File: src/rtl/store_pkg.sv
// Shared definitions for the store lane packer: size encodings and store-buffer entry layout.
// Entry packing is {word address, lane data, byte enables}, byte enables in the LSBs.
package store_pkg;

  localparam logic [1:0] SZ_WORD = 2'd0;
  localparam logic [1:0] SZ_HALF = 2'd1;
  localparam logic [1:0] SZ_BYTE = 2'd2;
  localparam logic [1:0] SZ_RSVD = 2'd3;

  localparam int DATA_W    = 32;
  localparam int BE_W      = 4;
  localparam int BE_LSB    = 0;
  localparam int DATA_LSB  = BE_LSB + BE_W;
  localparam int WADDR_LSB = DATA_LSB + DATA_W;

  // Entry width for the default 32-bit byte address.
  localparam int ENTRY_W = (32 - 2) + DATA_W + BE_W;

  function automatic int entry_width(input int aw);
    return (aw - 2) + DATA_W + BE_W;
  endfunction

endpackage

File: src/rtl/store_lane_pack.sv
// Combinational lane mapper: byte offset + size + register data -> byte enables and replicated data.
// STORE_ALIGN_CHECK_EN enables misalignment reporting; otherwise misaligned is always 0.
module store_lane_pack
  import store_pkg::*;
(
  input  logic [1:0]  addr_lo,
  input  logic [1:0]  size,
  input  logic [31:0] data,
  output logic [3:0]  be,
  output logic [31:0] wdata,
  output logic        misaligned,
  output logic        valid_size
);

  logic misaligned_raw_s;

  // Little-endian lane selection; half stores look only at addr_lo[1]
  always_comb begin
    be               = 4'b0000;
    wdata            = 32'h0000_0000;
    misaligned_raw_s = 1'b0;
    valid_size       = 1'b1;
    case (size)
      SZ_WORD: begin
        be               = 4'b1111;
        wdata            = data;
        misaligned_raw_s = (addr_lo != 2'b00);
      end
      SZ_HALF: begin
        be               = addr_lo[1] ? 4'b1100 : 4'b0011;
        wdata            = {2{data[15:0]}};
        misaligned_raw_s = addr_lo[0];
      end
      SZ_BYTE: begin
        be    = 4'b0001 << addr_lo;
        wdata = {4{data[7:0]}};
      end
      default: begin
        valid_size = 1'b0;
      end
    endcase
  end

`ifdef STORE_ALIGN_CHECK_EN
  assign misaligned = misaligned_raw_s;
`else
  // Offending low bits are ignored, so nothing is ever reported misaligned.
  assign misaligned = misaligned_raw_s & 1'b0;
`endif

endmodule

File: src/rtl/store_lane_packer.sv
// Store buffer: packs sw/sh/sb requests into byte lanes and drains them in order over a req/ack port.
// With STORE_ALIGN_CHECK_EN misaligned half/word stores are dropped and flagged on align_err.
module store_lane_packer
  import store_pkg::*;
#(
  parameter int DEPTH = 2,
  parameter int AW    = 32
) (
  input  logic                     clk,
  input  logic                     reset,
  input  logic                     st_valid,
  output logic                     st_ready,
  input  logic [AW-1:0]            st_addr,
  input  logic [31:0]              st_data,
  input  logic [1:0]               st_size,
  output logic                     mem_req,
  output logic [AW-1:0]            mem_addr,
  output logic [31:0]              mem_wdata,
  output logic [3:0]               mem_be,
  input  logic                     mem_ack,
  output logic [$clog2(DEPTH):0]   occupancy,
  output logic                     align_err
);

  localparam int PW = $clog2(DEPTH);
  localparam int OW = PW + 1;
  localparam int EW = entry_width(AW);

  logic [EW-1:0] buf_r [DEPTH];
  logic [PW-1:0] wr_ptr_r;
  logic [PW-1:0] rd_ptr_r;
  logic [OW-1:0] occ_r;
  logic          align_err_r;

  logic [3:0]    lane_be_s;
  logic [31:0]   lane_wdata_s;
  logic          misaligned_s;
  logic          valid_size_s;
  logic          accept_s;
  logic          push_s;
  logic          pop_s;
  logic [EW-1:0] entry_s;
  logic [EW-1:0] head_s;

  store_lane_pack u_lane_pack (
    .addr_lo    (st_addr[1:0]),
    .size       (st_size),
    .data       (st_data),
    .be         (lane_be_s),
    .wdata      (lane_wdata_s),
    .misaligned (misaligned_s),
    .valid_size (valid_size_s)
  );

  // Ready depends only on registered occupancy, never on this cycle's mem_ack.
  assign st_ready  = (occ_r != OW'(DEPTH));
  assign accept_s  = st_valid && st_ready;
  assign push_s    = accept_s && valid_size_s && !misaligned_s;
  assign mem_req   = (occ_r != {OW{1'b0}});
  assign pop_s     = mem_req && mem_ack;
  assign entry_s   = {st_addr[AW-1:2], lane_wdata_s, lane_be_s};
  assign head_s    = buf_r[rd_ptr_r];
  assign occupancy = occ_r;
  assign align_err = align_err_r;

  // Buffer storage
  always_ff @(posedge clk) begin
    if (reset) begin
      for (int i = 0; i < DEPTH; i++) begin
        buf_r[i] <= {EW{1'b0}};
      end
    end else if (push_s) begin
      buf_r[wr_ptr_r] <= entry_s;
    end
  end

  // Pointers wrap naturally; occupancy distinguishes full from empty
  always_ff @(posedge clk) begin
    if (reset) begin
      wr_ptr_r <= {PW{1'b0}};
      rd_ptr_r <= {PW{1'b0}};
      occ_r    <= {OW{1'b0}};
    end else begin
      if (push_s) begin
        wr_ptr_r <= wr_ptr_r + PW'(1);
      end
      if (pop_s) begin
        rd_ptr_r <= rd_ptr_r + PW'(1);
      end
      case ({push_s, pop_s})
        2'b10:   occ_r <= occ_r + OW'(1);
        2'b01:   occ_r <= occ_r - OW'(1);
        default: occ_r <= occ_r;
      endcase
    end
  end

  // One-cycle pulse after a misaligned store is accepted and dropped
  always_ff @(posedge clk) begin
    if (reset) begin
      align_err_r <= 1'b0;
    end else begin
      align_err_r <= accept_s && valid_size_s && misaligned_s;
    end
  end

  // Head entry onto the memory port, zeroed while idle
  always_comb begin
    mem_addr  = {AW{1'b0}};
    mem_wdata = 32'h0000_0000;
    mem_be    = 4'b0000;
    if (mem_req) begin
      mem_addr  = {head_s[EW-1:WADDR_LSB], 2'b00};
      mem_wdata = head_s[WADDR_LSB-1:DATA_LSB];
      mem_be    = head_s[DATA_LSB-1:BE_LSB];
    end else begin
      mem_addr  = {AW{1'b0}};
      mem_wdata = 32'h0000_0000;
      mem_be    = 4'b0000;
    end
  end

endmodule

File: config.mk
export PLATFORM = sky130hd
export DESIGN_NAME = store_lane_packer
export DESIGN_NICKNAME = d
export VERILOG_FILES = /design/src/rtl/store_pkg.sv /design/src/rtl/store_lane_pack.sv /design/src/rtl/store_lane_packer.sv
export SDC_FILE = /design/constraint.sdc
export NUM_CORES = 1
export LEC_CHECK = 0
export BUFFER_PORTS_ARGS = -buffer_cell sky130_fd_sc_hd__buf_4
export CAP_MARGIN = 20
export CORE_AREA = 4 4 147 163
export CTS_CLUSTER_DIAMETER = 40
export DETAILED_ROUTE_END_ITERATION = 7
export DIE_AREA = 0 0 151 167
export PLACE_DENSITY = 0.58
export RECOVER_POWER = 25
export SYNTH_ARGS = -nofsm -noshare
export SYNTH_HDL_FRONTEND = slang
export SYNTH_SLANG_ARGS = --single-unit
File: constraint.sdc
create_clock -name clk -period 3.2 [get_ports clk]
set_input_delay 0 -clock clk [delete_from_list [all_inputs] [get_ports clk]]
set_output_delay 0 -clock clk [all_outputs]
set_load 0.01 [all_outputs]
### Word-level counts from Yosys, hierarchy flattened

Memories as Yosys holds them, arrays and structs flattened. A register that Yosys moved wholly into a read port is not among the register bits.
Cells that the tools add are included.

* $add $sub $neg: 4
* equality and inequality tests: 5
* shifts and indexed selects: 1
* muxes and demuxes: 18
* reduce and logical (&&, ||, !) cells: 8

Operators by type and width (number)
* $pmux W32 S3: 1
* $mux W66: 1
* $reduce_or A66 Y1: 1
* $mux W32: 2
* $pmux W4 S3: 1
* $mux W1: 10
* $mux W4: 2
* $eq A2 B1 Y1 const B: 2
* $eq A2 B2 Y1 const B: 2
* $pmux W2 S2: 1
* $reduce_bool A2 Y1: 2
* $shl A1 B2 Y4 const A: 1
* $logic_and A1 B1 Y1: 3
* $reduce_or A3 Y1: 1
* $add A1 B1 Y1 const B: 2
* $add A2 B1 Y2 const B: 1
* $logic_not A2 Y1: 1
* $ne A2 B2 Y1 const B: 1
* $sub A2 B1 Y2 const B: 1

* bits in registers: 4
* RAM bits: 132
* bits of input ports: 70
* logic and storage cells: 40
* memories kept: 1

Memories
* buf_r: words 2, width 66, rd ports 1, clocked after memory_dff 1, wr ports 2, RTL line store_lane_packer.sv:29 `logic [EW-1:0] buf_r [DEPTH];`

### Depth between registers and ports, before layout

* depth in word-level cells: 9
* gate-level depth with buffers: 7
* depth with buffers taken out: 6

### Modules after synthesis

Synthesis repeated with hierarchy kept, for this count alone.

* cell total of the unflattened synthesis: 640
* area total of the unflattened synthesis: 7020.5 µm²

Modules (own cells, without submodules)
* store_lane_packer: times used 1, cells each 535, area an instance 6353.6 µm², seq. area each 4083.9 µm²
* store_lane_pack: times used 1, cells each 105, area an instance 666.9 µm², seq. area each 0.0 µm²

### Worst setup path before layout

No wires, ideal clock.

* kind: register to register
* from: register occ_r[0] (netlist: occupancy[0])
* to: memory buf_r[0][0] in the netlist's numbering, enable pin
* library setup time: 0.435 ns
* data arrival time: 2.429 ns
* required time: 2.765 ns
* slack: 0.336 ns
* stages on the path, launching flop included: 5
* path buffers: 1
* clock period less this slack: 2.864 ns
* cells stage by stage: dfxtp_1 nand2b_1 buf_4 nand4b_1 nand2b_1

RTL lines
* start, declared: RTL line store_lane_packer.sv:32 `logic [OW-1:0] occ_r;`
* start signal, assigned: RTL line store_lane_packer.sv:82 `occ_r <= {OW{1'b0}};`
* start signal, assigned: RTL line store_lane_packer.sv:91 `2'b10: occ_r <= occ_r + OW'(1);`
* start signal, assigned: RTL line store_lane_packer.sv:92 `2'b01: occ_r <= occ_r - OW'(1);`
* end, declared: RTL line store_lane_packer.sv:29

==> flow_summary.ini <==
[logic_synthesis]
yosysTopAreaCell = edfxtp_1
syn_avg_cell_area_um2 = 11.65
ys.flop_type = edfxtp_1
yosys_warnings = 0
ys_async_sr_fraction = 0
synth_edf_count = 132
synth_area_leaders = edfxtp_1, mux2i_1, nor2_1, nand2b_1, nor2b_1
synth.yosys.seq_area_share = 0.6161
synth.distinct_cells = 30
syn_inst = 566
synth_area_um2 = 6596
ys_ff_latch = 137
synth_top_area_share = 0.6009

[critical_path]
setup.worst_path.end_class = flip-flop
worstSetupStartpointType = flip-flop
r2r_cells = 4
crit_path_start = occupancy[0]
regToRegStartpoint = occupancy[0]
cp_data_arrival_time_ps = 2610
critPathKind = flip-flop to flip-flop
crit_end = buf_r[1][64]
crit_required_ps = 3300
r2r_end = buf_r[1][64]
crit_fanout = 30
regToRegSetupSlack_ps = 690

[floorplan]
die_area_um2 = 25220
ios = 143
row_count = 57
die_h_um = 167
coreArea_um2 = 22110
start_util = 0.2984
die-width_um = 151

[timing]
whs_ps = 90.64
max_slew_margin = -0.008263
worst_pin_slew_ps = 1512
skew_ps = 7.094
setup_viol = 0
setup_tns_ps = 0
fin_ws_ps = 694.2
rsz0062_at_grt = no
period_share = 0.7831
fmax_mhz = 399.1
finalMaxSlewViolations = 31
finalHoldViolCount = 0
fin_crit_ps = 2506

[route]
routed_wl_mm = 17.09
wire_per_inst_um = 16.29
drt_first_iter_violations = 214
top_layer_used = met5
vias = 4636
wl_met3_mm = 1.134
dr.pass1.iters = 5
met2WireLength_mm = 8.101
via_per_inst = 4.419
route.antenna.remaining_nets = 0
drc = 0
m1WireLength_mm = 7.634

[grt]
grt_use_total = 0.1346
grt_pass1_vias = 4672
grt_pass1_wl_mm = 25.69
antenna_found_initial = 1
overflow = 0
grt_max_degree = 39

[run_status]
status = finished, violations left
violations = capacitance limit, slew limit

[job]
drv_cap = 1

[layout]
nFillCells = 2129
layout_common_cells = nor2_1, buf_4, edfxtp_1
seq_area_um2 = 4068
diodes = 0
fin_area_um2 = 8864
multiInputGateArea_um2 = 2283
final_layout_size_suffix_gt1_frac = 0.2215
stdcell_count = 1049
fin_util = 0.4009
nets = 814
area.growth.synth_to_final_pct = 34.37
final_common_cell = nor2_1

[cts]
cts_tree = built
clk_pin_slew_ps = 50
h-tree-depth = 4
clock-root-buffer = clkbuf_16
cts_setup_buffers = 0
clock-sinks = 137
clkLatencyLatePin_ps = 410
cts_buffers = 17
clockBufferDepth = 2

[hold_path]
hold_class = primary input to flip-flop
min_path_cells = 4

[pwr]
p_per_area_nw_per_um2 = 650.0
p_leak_nw = 3.483
finalPower_mw = 5.761
peakVddDrop_v = 0.0003339

[placement]
post-place-ws_ps = 1069
post_dp_cell_area_um2 = 7909
io_buffers = 139
place_inst = 969
place.gp.congestion = 0.7604
hpwl_mm = 11.20
-- power by group --
part           switching, mW  internal, mW  total [mW]
combinational          0.959         0.779        1.74
sequential             0.163          2.23        2.39
clock                  0.667         0.967        1.63
-- synth_stat cells (9+ instances only) --
cell type	number
and2_1	16
buf_2	20
buf_4	10
clkbuf_1	9
edfxtp_1	132
inv_1	12
mux2i_1	82
nand2b_1	34
nor2_1	172
nor2b_1	18
o21ai_0	15
-- routing by layer --
layer  global-route usage  vias to the layer above
met2               0.2166                      162
met1               0.1793                     2161
met3              0.03315                       18
met5                    0                        -
li1                     -                     2293
met4              0.04022                        2
-- worst max-delay path, cell delays in order, from the launching register on --
cell	delay, ps
dfxtp_1	380
nand2b_1	300
nand4_1	240
clkbuf_1	1120
nor2_1	140
-- flip-flops by register name, summed over array words and instances, names as in the netlist, named ones only --
register,cells
rd_ptr_r,1
occupancy,2
wr_ptr_r,1
buf_r,132
-- kinds of logic (layout without fill, tap and decap cells) --
group / after synthesis / after routing / share of synthesized area
buffers and inverters: 53 / 239 / 0.04192
and+or+nand+nor: 256 / 256 / 0.1819
DFF: 137 / 137 / 0.6161
muxes: 82 / 82 / 0.1244
xor gates and xnor gates: 3 / 3 / 0.003984
other: 1 / 3 / 0.0005685
AOI/OAI and AO/OA: 33 / 33 / 0.02921
adders and majority gates: 1 / 1 / 0.001897
-- how the worst min path moves through the flow --
stage	startpoint	end	slack [ps]
after floorplan	st_valid	wr_ptr_r	200
after global placement	st_addr[22]	buf_r[0][56]	330
after detailed placement	st_addr[15]	buf_r[0][49]	330
after CTS	st_addr[1]	buf_r[0][2]	70
after global routing	st_data[24]	buf_r[0][28]	130
final	st_addr[1]	buf_r[0][2]	90
-- timing repair --
action	CTS	global route
hold endpoints to repair	100	0
gates resized for setup	0	0
hold buffers	50	0
-- final cells by class --
cell class / count / share of cell area
Tap cell: 295 / 0.04164
Inverter: 12 / 0.005082
Clock buffer: 24 / 0.05096
Clock inverter: 6 / 0.003106
Sequential cell: 137 / 0.4589
Timing Repair Buffer: 197 / 0.1827
Multi-Input combinational cell: 378 / 0.2576
Power figures use the tool's default switching activity.
